### src/rtl/mult_pkg.sv
// Shared types for the Booth multiplier and its issue queue: default operand
// width, issue FSM states and the operand-pair record.
package mult_pkg;

    localparam int unsigned N_DEFAULT = 8;

    typedef enum logic [1:0] {
        IDLE,
        ISSUE,
        ARM,
        WAIT
    } state_t;

    typedef struct packed {
        logic [N_DEFAULT-1:0] a;
        logic [N_DEFAULT-1:0] b;
    } operand_pair_t;

endpackage

### src/rtl/operand_fifo.sv
// DEPTH x WIDTH operand FIFO with a registered head read on pop, an occupancy
// count and a registered not-full flag.
module operand_fifo #(
    parameter int unsigned WIDTH = 16,
    parameter int unsigned DEPTH = 4
) (
    input  logic                       clk,
    input  logic                       rst,
    input  logic                       push,
    input  logic [WIDTH-1:0]           push_data,
    input  logic                       pop,
    output logic [WIDTH-1:0]           pop_data,
    output logic [$clog2(DEPTH):0]     count,
    output logic                       ready
);
    localparam int unsigned AW = $clog2(DEPTH);
    localparam int unsigned CW = AW + 1;

    logic [WIDTH-1:0] mem [DEPTH];
    logic [AW-1:0]    wr_ptr;
    logic [AW-1:0]    rd_ptr;
    logic [CW-1:0]    count_next;

    always_comb begin
        count_next = count;
        unique case ({push, pop})
            2'b10:   count_next = count + 1'b1;
            2'b01:   count_next = count - 1'b1;
            default: count_next = count;
        endcase
    end

    always_ff @(posedge clk) begin
        if (push)
            mem[wr_ptr] <= push_data;
    end

    // ready looks at the next count so a push can never land in a full FIFO.
    always_ff @(posedge clk or posedge rst) begin
        if (rst) begin
            wr_ptr   <= '0;
            rd_ptr   <= '0;
            count    <= '0;
            ready    <= 1'b1;
            pop_data <= '0;
        end else begin
            count <= count_next;
            ready <= (count_next != CW'(DEPTH));
            if (push)
                wr_ptr <= wr_ptr + 1'b1;
            if (pop) begin
                rd_ptr   <= rd_ptr + 1'b1;
                pop_data <= mem[rd_ptr];
            end
        end
    end

endmodule

### src/rtl/booth_issue_queue.sv
// Buffers signed operand pairs, issues them one at a time to booth_multiplier
// and holds each product on a valid/ready output until consumed.
module booth_issue_queue
    import mult_pkg::*;
#(
    parameter int unsigned N       = N_DEFAULT,
    parameter int unsigned DEPTH   = 4,
    parameter int unsigned TIMEOUT = 64
) (
    input  logic                   clk,
    input  logic                   rst,
    input  logic                   in_valid,
    output logic                   in_ready,
    input  logic [N-1:0]           in_a,
    input  logic [N-1:0]           in_b,
    output logic                   mul_start,
    output logic [N-1:0]           mul_multiplicand,
    output logic [N-1:0]           mul_multiplier,
    input  logic [2*N-1:0]         mul_product,
    input  logic                   mul_done,
    output logic                   out_valid,
    input  logic                   out_ready,
    output logic [2*N-1:0]         out_product,
    output logic [$clog2(DEPTH):0] fifo_count,
    output logic                   busy,
    output logic                   timeout_err
);
    localparam int unsigned TW = $clog2(TIMEOUT + 1);

    state_t         state;
    state_t         state_next;
    logic [TW-1:0]  timer;
    logic           timer_hit;
    logic           push;
    logic           pop;
    logic [2*N-1:0] head;

    assign push      = in_valid && in_ready;
    assign pop       = (state == IDLE) && (fifo_count != '0) && !out_valid;
    assign timer_hit = (timer == TW'(TIMEOUT - 1));

    // The FIFO head register doubles as the operand register: it only changes
    // on pop, so the operands stay stable until the product is captured.
    operand_fifo #(
        .WIDTH (2 * N),
        .DEPTH (DEPTH)
    ) u_fifo (
        .clk       (clk),
        .rst       (rst),
        .push      (push),
        .push_data ({in_a, in_b}),
        .pop       (pop),
        .pop_data  (head),
        .count     (fifo_count),
        .ready     (in_ready)
    );

    assign mul_multiplicand = head[2*N-1:N];
    assign mul_multiplier   = head[N-1:0];
    assign mul_start        = (state == ISSUE);
    assign busy             = (state != IDLE) || (fifo_count != '0);

    always_comb begin
        state_next = state;
        unique case (state)
            IDLE:    if (pop) state_next = ISSUE;
            ISSUE:   state_next = ARM;
            ARM:     state_next = WAIT;
            WAIT:    if (mul_done || timer_hit) state_next = IDLE;
            default: state_next = IDLE;
        endcase
    end

    always_ff @(posedge clk or posedge rst) begin
        if (rst)
            state <= IDLE;
        else
            state <= state_next;
    end

    // A timed-out operation still completes, with a zero product.
    always_ff @(posedge clk or posedge rst) begin
        if (rst) begin
            timer       <= '0;
            out_valid   <= 1'b0;
            out_product <= '0;
            timeout_err <= 1'b0;
        end else begin
            if (state == ISSUE)
                timer <= '0;
            else if (state == WAIT && !mul_done)
                timer <= timer + 1'b1;

            if (state == WAIT && mul_done) begin
                out_product <= mul_product;
                out_valid   <= 1'b1;
            end else if (state == WAIT && timer_hit) begin
                out_product <= '0;
                out_valid   <= 1'b1;
                timeout_err <= 1'b1;
            end else if (out_valid && out_ready) begin
                out_valid <= 1'b0;
            end
        end
    end

endmodule
### config.mk
export PLATFORM = sky130hd
export DESIGN_NAME = booth_issue_queue
export DESIGN_NICKNAME = d
export VERILOG_FILES = /design/src/rtl/mult_pkg.sv /design/src/rtl/operand_fifo.sv /design/src/rtl/booth_issue_queue.sv
export SDC_FILE = /design/constraint.sdc
export NUM_CORES = 1
export LEC_CHECK = 0
export BUFFER_PORTS_ARGS = -buffer_cell sky130_fd_sc_hd__buf_2
export CORE_MARGIN = 2
export CORE_UTILIZATION = 55
export DETAILED_ROUTE_END_ITERATION = 8
export GPL_ROUTABILITY_DRIVEN = 0
export GPL_TIMING_DRIVEN = 0
export PLACE_DENSITY_LB_ADDON = 0.08
export SYNTH_ARGS = -nofsm -noshare
export SYNTH_HDL_FRONTEND = slang
export SYNTH_SLANG_ARGS = --single-unit
### constraint.sdc
create_clock -name clk -period 2.7 [get_ports clk]
set_input_delay 0.405 -clock clk [delete_from_list [all_inputs] [get_ports clk]]
set_output_delay 0.405 -clock clk [all_outputs]
set_load 0.05 [all_outputs]
Word level (Yosys, flattened, before mapping). Memories as Yosys holds them, arrays and structs flattened. A register that Yosys moved wholly into a read port is not among the register bits. Index checks and enable logic that the tools add are counted.

Register bits: 35. Bits in latches: 0. Memory bits (writable): 64. ROM bits: 0. Input bits: 37. Word-level logic and storage cells: 57. Memories: 1.

Memory list: u_fifo.mem (depth 4, width 16, rd ports 1, clocked after Yosys merged registers in 1, write ports 1, line operand_fifo.sv:19) `logic [WIDTH-1:0] mem [DEPTH];`.

Add/subtract/negate cells: 5. $mul: 0. Div/mod/pow operators: 0. $lt $le $gt $ge: 0. Eq/ne operators: 9. Shift-type cells: 0. Muxes and demuxes: 13. Bitwise gates (word level): 1. Reductions and logical operators: 19.

Operators by type and width (number): 16-bit 2-to-1 mux (2); 7-bit 2-to-1 mux (2); 2-bit one-hot mux with 4 select lines (1); 7-bit by 1-bit adder with 7-bit output, second input constant (1); 7-bit by 6-bit == test with 1-bit output, second input constant (1); 1-bit logical AND (7); 2-bit == test, second input constant (3); 3-bit one-hot mux with 2 select lines (1); 2-bit nonzero test (3); 3-bit nonzero test (2); 1-bit 2-to-1 mux (5); 2-bit by 1-bit adder with 2-bit output, second input constant (2); 2-bit by 1-bit == test with 1-bit output, second input constant (2); 2-bit 2-to-1 mux (2); 2-bit AND reduction (2); 3-bit by 1-bit adder with 3-bit output, second input constant (1); 3-bit != test, second input constant (1); 3-bit by 1-bit subtractor with 3-bit output, second input constant (1); 1-bit logical NOT (2); 2-bit logical NOT (1); 1-bit logical OR (2); 2-bit by 1-bit != test with 1-bit output, second input constant (1); 2-bit != test, second input constant (1); 1-bit inverter (1).

Depth between registers and ports, before layout.
Depth after elaboration: 6. Gate-level depth with buffers: 12.

Modules after synthesis. A second synthesis with hierarchy kept.

Cell total of the unflattened synthesis: 305. Area total of the unflattened synthesis: 4640.7 um^2.

Modules (own cells, without submodules): operand_fifo (instances 1, cells an instance 209, area each 3433.3 um^2); booth_issue_queue (instances 1, cells an instance 96, area each 1207.4 um^2).

Worst setup path after synthesis. OpenSTA, ideal clock, no wires.

Kind: reg2reg. Start point: register u_fifo.count[0]. End point: register u_fifo.ready. Data arrival time: 2.387 ns. Required time: 2.617 ns. Slack: 0.231 ns. Stages on the path, launching flop included: 12. Period minus slack after synthesis: 2.469 ns. Cell sequence: dfrtp_1 nor3_2 nor3b_1 buf_4 buf_6 ha_1 inv_1 fa_1 xor2_1 nor2_1 xor2_1 nand2_1.

Cells in the longest elaborated chain, start to end: 6. Elaborated cells on any way between the ends: 9. Classes of those cells: add/sub: 2; eq/ne: 3; mux: 1; reduce/logical: 3.

RTL lines: from (decl) (line operand_fifo.sv:13) `output logic [$clog2(DEPTH):0] count,`; from (signal assigned) (line operand_fifo.sv:47) `count <= count_next;`; 3-bit nonzero test (*) (line booth_issue_queue.sv:39) `assign pop = (state == IDLE) && (fifo_count != '0) && !out_valid;`; 1-bit logical AND (*) (2 in series) (line booth_issue_queue.sv:39); via pop (line booth_issue_queue.sv:35) `logic pop;`; 2-bit by 1-bit == test with 1-bit output / 2-bit == test (equally long branches) (line operand_fifo.sv:26) `unique case ({push, pop})`; 3-bit one-hot mux with 2 select lines (*) (line operand_fifo.sv:26); via u_fifo.count_next[2] (line operand_fifo.sv:22) `logic [CW-1:0] count_next;`; 3-bit != test (*) (line operand_fifo.sv:48) `ready <= (count_next != CW'(DEPTH));`; to (signal assigned) (line operand_fifo.sv:48); to (decl) (line operand_fifo.sv:14) `output logic ready`.

The timed path passes the listed nets; every way through them passes the cells marked *. A chain may end at the register's enable or synchronous reset.

Worst setup path after layout.
Start point: register state[1]. End point: register u_fifo.ready.

Cells in the longest elaborated chain, start to end: 6. Elaborated cells on any way between the ends: 7. Classes of those cells: eq/ne: 3; mux: 1; reduce/logical: 3.

RTL lines: from (decl) (line booth_issue_queue.sv:30) `state_t state;`; from (signal assigned) (line booth_issue_queue.sv:78) `state <= state_next;`; 2-bit logical NOT (*) (line booth_issue_queue.sv:39); 1-bit logical AND (*) (2 in series) (line booth_issue_queue.sv:39); via pop (line booth_issue_queue.sv:35); 2-bit by 1-bit == test with 1-bit output / 2-bit == test (equally long branches) (line operand_fifo.sv:26); 3-bit one-hot mux with 2 select lines (*) (line operand_fifo.sv:26); via u_fifo.count_next[2] (line operand_fifo.sv:22); 3-bit != test (*) (line operand_fifo.sv:48).

Marked as above.

==> metrics.txt <==
# TYPE chip_impl_metric gauge
chip_impl_info{name="outcome",value="finished, final reports clean"} 1
chip_impl_info{name="cp-start-kind",value="register"} 1
chip_impl_metric{name="floorplan.die.height",unit="um"} 95.0
chip_impl_metric{name="yosys_register_bits",unit=""} 115
chip_impl_metric{name="arrival",unit="ns"} 2.93
chip_impl_metric{name="place_hpwl",unit="mm"} 4.82
chip_impl_metric{name="comb_power_share",unit=""} 0.385
chip_impl_metric{name="overflow",unit=""} 0
chip_impl_metric{name="reg2reg_slack",unit="ns"} 0.19
chip_impl_metric{name="yosys_warnings",unit=""} 0
chip_impl_info{name="launch_point_of_the_worst_hold_path",value="out_ready"} 1
chip_impl_info{name="criticalPathCategory",value="register to register"} 1
chip_impl_info{name="crit_path_end_kind",value="register"} 1
chip_impl_metric{name="finish.net_count",unit=""} 396
chip_impl_metric{name="hold_viol",unit=""} 0
chip_impl_metric{name="drive_above_1_share",unit=""} 0.408
chip_impl_metric{name="cts_max_level",unit=""} 4
chip_impl_metric{name="slew_at_the_pin_with_the_worst_max_slew_slack",unit="ns"} 0.939
chip_impl_metric{name="maximum_number_of_pins_on_one_net_before_global_route_repair",unit=""} 41
chip_impl_metric{name="critPathBufInv",unit=""} 4
chip_impl_metric{name="worst_clock_skew",unit="ns"} 0.0111
chip_impl_info{name="crit_path_cell_trace",value="inv_1 -> ha_1 -> nor3b_1 -> buf_4 -> buf_6 -> ha_1 -> inv_1 -> fa_1 -> xor2_1 -> nor2_1 -> xor2_1 -> nand2_1"} 1
chip_impl_info{name="cpLargestDelayFamily",value="adder cells"} 1
chip_impl_metric{name="synth.cell_area",unit="um^2"} 4550
chip_impl_metric{name="tritoncts_num_sinks",unit=""} 115
chip_impl_metric{name="maximum_buffer_depth_of_the_clock_tree",unit=""} 2
chip_impl_metric{name="ys_seq_area_frac",unit=""} 0.703
chip_impl_metric{name="floorplan.die_area",unit="um^2"} 9020
chip_impl_metric{name="switching_share",unit=""} 0.372
chip_impl_metric{name="finalSetupTns",unit="ns"} 0
chip_impl_metric{name="layout_worst_path_cycle_share",unit=""} 0.930
chip_impl_metric{name="floorplan.initialDensity",unit=""} 0.560
chip_impl_info{name="yosys.area.top_type",value="sky130_fd_sc_hd__edfxtp_1"} 1
chip_impl_metric{name="vias_per_cell",unit=""} 5.08
chip_impl_metric{name="postSynthCellCount",unit=""} 248
chip_impl_metric{name="p_per_area",unit="nW/um^2"} 1350
chip_impl_info{name="synthTopCellsByArea",value="sky130_fd_sc_hd__edfxtp_1, sky130_fd_sc_hd__dfrtp_1, sky130_fd_sc_hd__mux4_1"} 1
chip_impl_info{name="synthTopCellsByCount",value="sky130_fd_sc_hd__edfxtp_1, sky130_fd_sc_hd__dfrtp_1, sky130_fd_sc_hd__a22o_1"} 1
chip_impl_metric{name="post-route-drc-count",unit=""} 0
chip_impl_metric{name="ioPinCount",unit=""} 77
chip_impl_metric{name="critPathMaxFanout",unit=""} 10
chip_impl_metric{name="met3_length",unit="um"} 447
chip_impl_metric{name="track_usage",unit=""} 0.185
chip_impl_metric{name="dpl.cell_count",unit=""} 430
chip_impl_metric{name="routed-wl-met2",unit="mm"} 3.71
chip_impl_metric{name="synth.distinct_cells",unit=""} 35
chip_impl_metric{name="antenna-diode-count",unit=""} 0
chip_impl_metric{name="grt_pass1_wl",unit="mm"} 11.6
chip_impl_metric{name="critical_path_depth",unit=""} 12
chip_impl_metric{name="cp_data_required_time",unit="ns"} 3.12
chip_impl_metric{name="clock_latency",unit="ns"} 0.51
chip_impl_metric{name="synth-async-reset-ratio",unit=""} 0.443
chip_impl_metric{name="slew_headroom",unit=""} 0.374
chip_impl_info{name="unrepaired_setup_endpoints_after_global_routing",value="false"} 1
chip_impl_metric{name="layout_area_overhead",unit="%"} 24.5
chip_impl_info{name="rr_endpoint",value="u_fifo.ready$_DFF_PP1_"} 1
chip_impl_metric{name="synth.avg_cell_area",unit="um^2"} 18.4
chip_impl_metric{name="post_synthesis_net_count",unit=""} 297
chip_impl_metric{name="tritoncts_buffer_count",unit=""} 17
chip_impl_metric{name="fill_cells",unit=""} 542
chip_impl_metric{name="synth_top_cell_area_share",unit=""} 0.422
chip_impl_metric{name="timing.max_cap.violations",unit=""} 0
chip_impl_metric{name="power.share.clock",unit=""} 0.270
chip_impl_metric{name="design_power_total",unit="mW"} 7.64
chip_impl_info{name="tritoncts",value="done"} 1
chip_impl_metric{name="first_pass_iters",unit=""} 4
chip_impl_info{name="crit_path_end",value="u_fifo.ready$_DFF_PP1_"} 1
chip_impl_info{name="crit_reg_reg_startpoint",value="state[1]$_DFFE_PP0P_"} 1
chip_impl_metric{name="antenna_found_initial",unit=""} 0
chip_impl_metric{name="peakVddDrop",unit="mV"} 0.676
chip_impl_metric{name="power.static_leakage",unit="nW"} 2.42
chip_impl_metric{name="fmaxAchievable",unit="MHz"} 398
chip_impl_metric{name="num_rows",unit=""} 33
chip_impl_metric{name="drt_first_iter_violations",unit=""} 47
chip_impl_metric{name="dr_total_vias",unit=""} 2364
chip_impl_metric{name="p_int",unit="mW"} 4.80
chip_impl_metric{name="core",unit="um^2"} 8130
chip_impl_metric{name="instances_no_fill",unit=""} 465
chip_impl_metric{name="power_frac_seq",unit=""} 0.346
chip_impl_info{name="post-synth-top-count-cell",value="sky130_fd_sc_hd__edfxtp_1"} 1
chip_impl_metric{name="max_stage_delay",unit="ns"} 0.41
chip_impl_info{name="top_signal_layer_used",value="met4"} 1
chip_impl_metric{name="timing.final.max_slew_violations",unit=""} 0
chip_impl_metric{name="clk_pin_slew_worst_paths",unit="ns"} 0.05
chip_impl_metric{name="number_of_global_route_vias_before_repair",unit=""} 2274
chip_impl_metric{name="rr_worst_depth",unit=""} 12
chip_impl_metric{name="io_buffers",unit=""} 76
chip_impl_info{name="critical-path-slowest-cell",value="sky130_fd_sc_hd__dfrtp_1"} 1
chip_impl_metric{name="finalWirelength",unit="mm"} 7.60
chip_impl_metric{name="whs",unit="ns"} 0.0957
chip_impl_metric{name="final_antenna_net_count",unit=""} 0
chip_impl_metric{name="timing.final.setup_violations",unit=""} 0
chip_impl_metric{name="die_x",unit="um"} 95.0
chip_impl_info{name="worstHoldPathType",value="primary input to register"} 1
chip_impl_metric{name="finalCriticalPeriod",unit="ns"} 2.51
chip_impl_metric{name="postLayoutCoreUtil",unit=""} 0.697
chip_impl_info{name="ctsRootBufferMaster",value="sky130_fd_sc_hd__clkbuf_8"} 1
chip_impl_metric{name="synth_edf_count",unit=""} 64
chip_impl_metric{name="post_drt_wl_per_cell",unit="um"} 16.3
chip_impl_info{name="worstSetupStartpoint",value="state[1]$_DFFE_PP0P_"} 1
chip_impl_metric{name="met1_length",unit="mm"} 3.31
chip_impl_info{name="ys.flop_type",value="sky130_fd_sc_hd__edfxtp_1"} 1
chip_impl_metric{name="power.net_switching",unit="mW"} 2.84
[worst min path at each step]
stage,to,slack (ns),cells past startpoint
finish,out_valid$_DFFE_PP0P_,0.1,2
global route,out_valid$_DFFE_PP0P_,0.07,2
CTS,out_valid$_DFFE_PP0P_,0.07,2
detailed placement,out_product[0]$_DFFE_PP0P_,0.38,2
global placement,timeout_err$_DFFE_PP0P_,0.45,1
floorplan,u_fifo.wr_ptr[0]$_DFFE_PP0P_,0.50,1
[state kept, by name (all words and copies together) (netlist names), 2 cells and up]
register	cells
u_fifo.pop_data	16
u_fifo.rd_ptr	2
timer	7
u_fifo.mem	64
state	2
u_fifo.wr_ptr	2
out_product	16
u_fifo.count	3
[worst reg2reg max path, delay by kind of cell, from the launching register on]
family	cells	cell delay, ns
xor gates and xnor gates	2	0.34
adders and majority gates	3	0.77
buffers and inverters	4	0.52
DFF	1	0.41
and+or+nand+nor	3	0.41
[cell type report]
cell class / instances / area (um^2) / share of cell area
sequential: 115 / 3200 / 0.564
clock buffer: 20 / 425 / 0.0750
timing repair buffer: 80 / 425 / 0.0750
buffer: 9 / 72.6 / 0.0128
tap: 105 / 131 / 0.0232
multi-input combinational: 115 / 1250 / 0.220
clock inverter: 12 / 134 / 0.0236
inverter: 9 / 33.8 / 0.00596
[cell usage in the layout, fill, tap and decap left out, drive strengths merged]
cell type    instances
dlygate4sd3          1
clkinvlp             5
xor2                 6
nand2                9
nor3                 3
a21oi                2
or3                  1
xnor2                5
buf                 86
nand3                1
a22o                16
mux2                18
dfstp                1
clkinv               4
nor2                 8
o21ai                5
nand2b               1
ha                  11
and2                 1
nor3b                1
fa                   1
a21o                 1
bufinv               2
and3                 5
inv                 10
dfrtp               50
clkbuf              22
mux4                16
mux2i                2
edfxtp              64
nor2b                1
nand4                1
[power groups by stage]
stage | Sequential, mW | Combinational (mW) | Clock, mW
after global placement | 2.65 | 2.89 | 0
after detailed placement | 2.67 | 2.94 | 0
final | 2.64 | 2.94 | 2.06
after floorplan | 3.58 | 1.36 | 0
after CTS | 2.64 | 2.96 | 2.10
after global routing | 2.70 | 3.15 | 2.17
[kinds of logic (layout without fill, tap and decap cells)]
group           after synthesis  in the layout  share of synthesized area
simple gates                 32             32                     0.0360
flops                       115            115                      0.703
buf+inv                      18            130                     0.0234
compound gates               24             24                     0.0409
mux                          36             36                      0.141
fa+ha+maj                    12             12                     0.0346
xor+xnor                     11             11                     0.0212
[repair_timing]
action / in CTS / in global routing
endpoints found under the hold margin: 11 / 0
hold buffers: 1 / 0
endpoints found under the setup margin: 0 / 2
resized for setup: 0 / 1
buffers inserted: 0 / 2
[metal layers]
layer	global-route usage	vias up
met1	0.222	1132
li1	-	1144
met4	0.0870	0
met5	0	-
met3	0.0702	11
met2	0.296	77
[stage by stage]
stage / instance area (um^2) / worst slack (ns)
6_report: 5670 / 0.190
5_1_grt: 5670 / 0.00129
4_1_cts: 5650 / 0.0291
3_5_place_dp: 5080 / 0.0671
3_3_place_gp: 5060 / 0.121
2_1_floorplan: 4550 / 0.231
(Power assumes the default switching activity.)
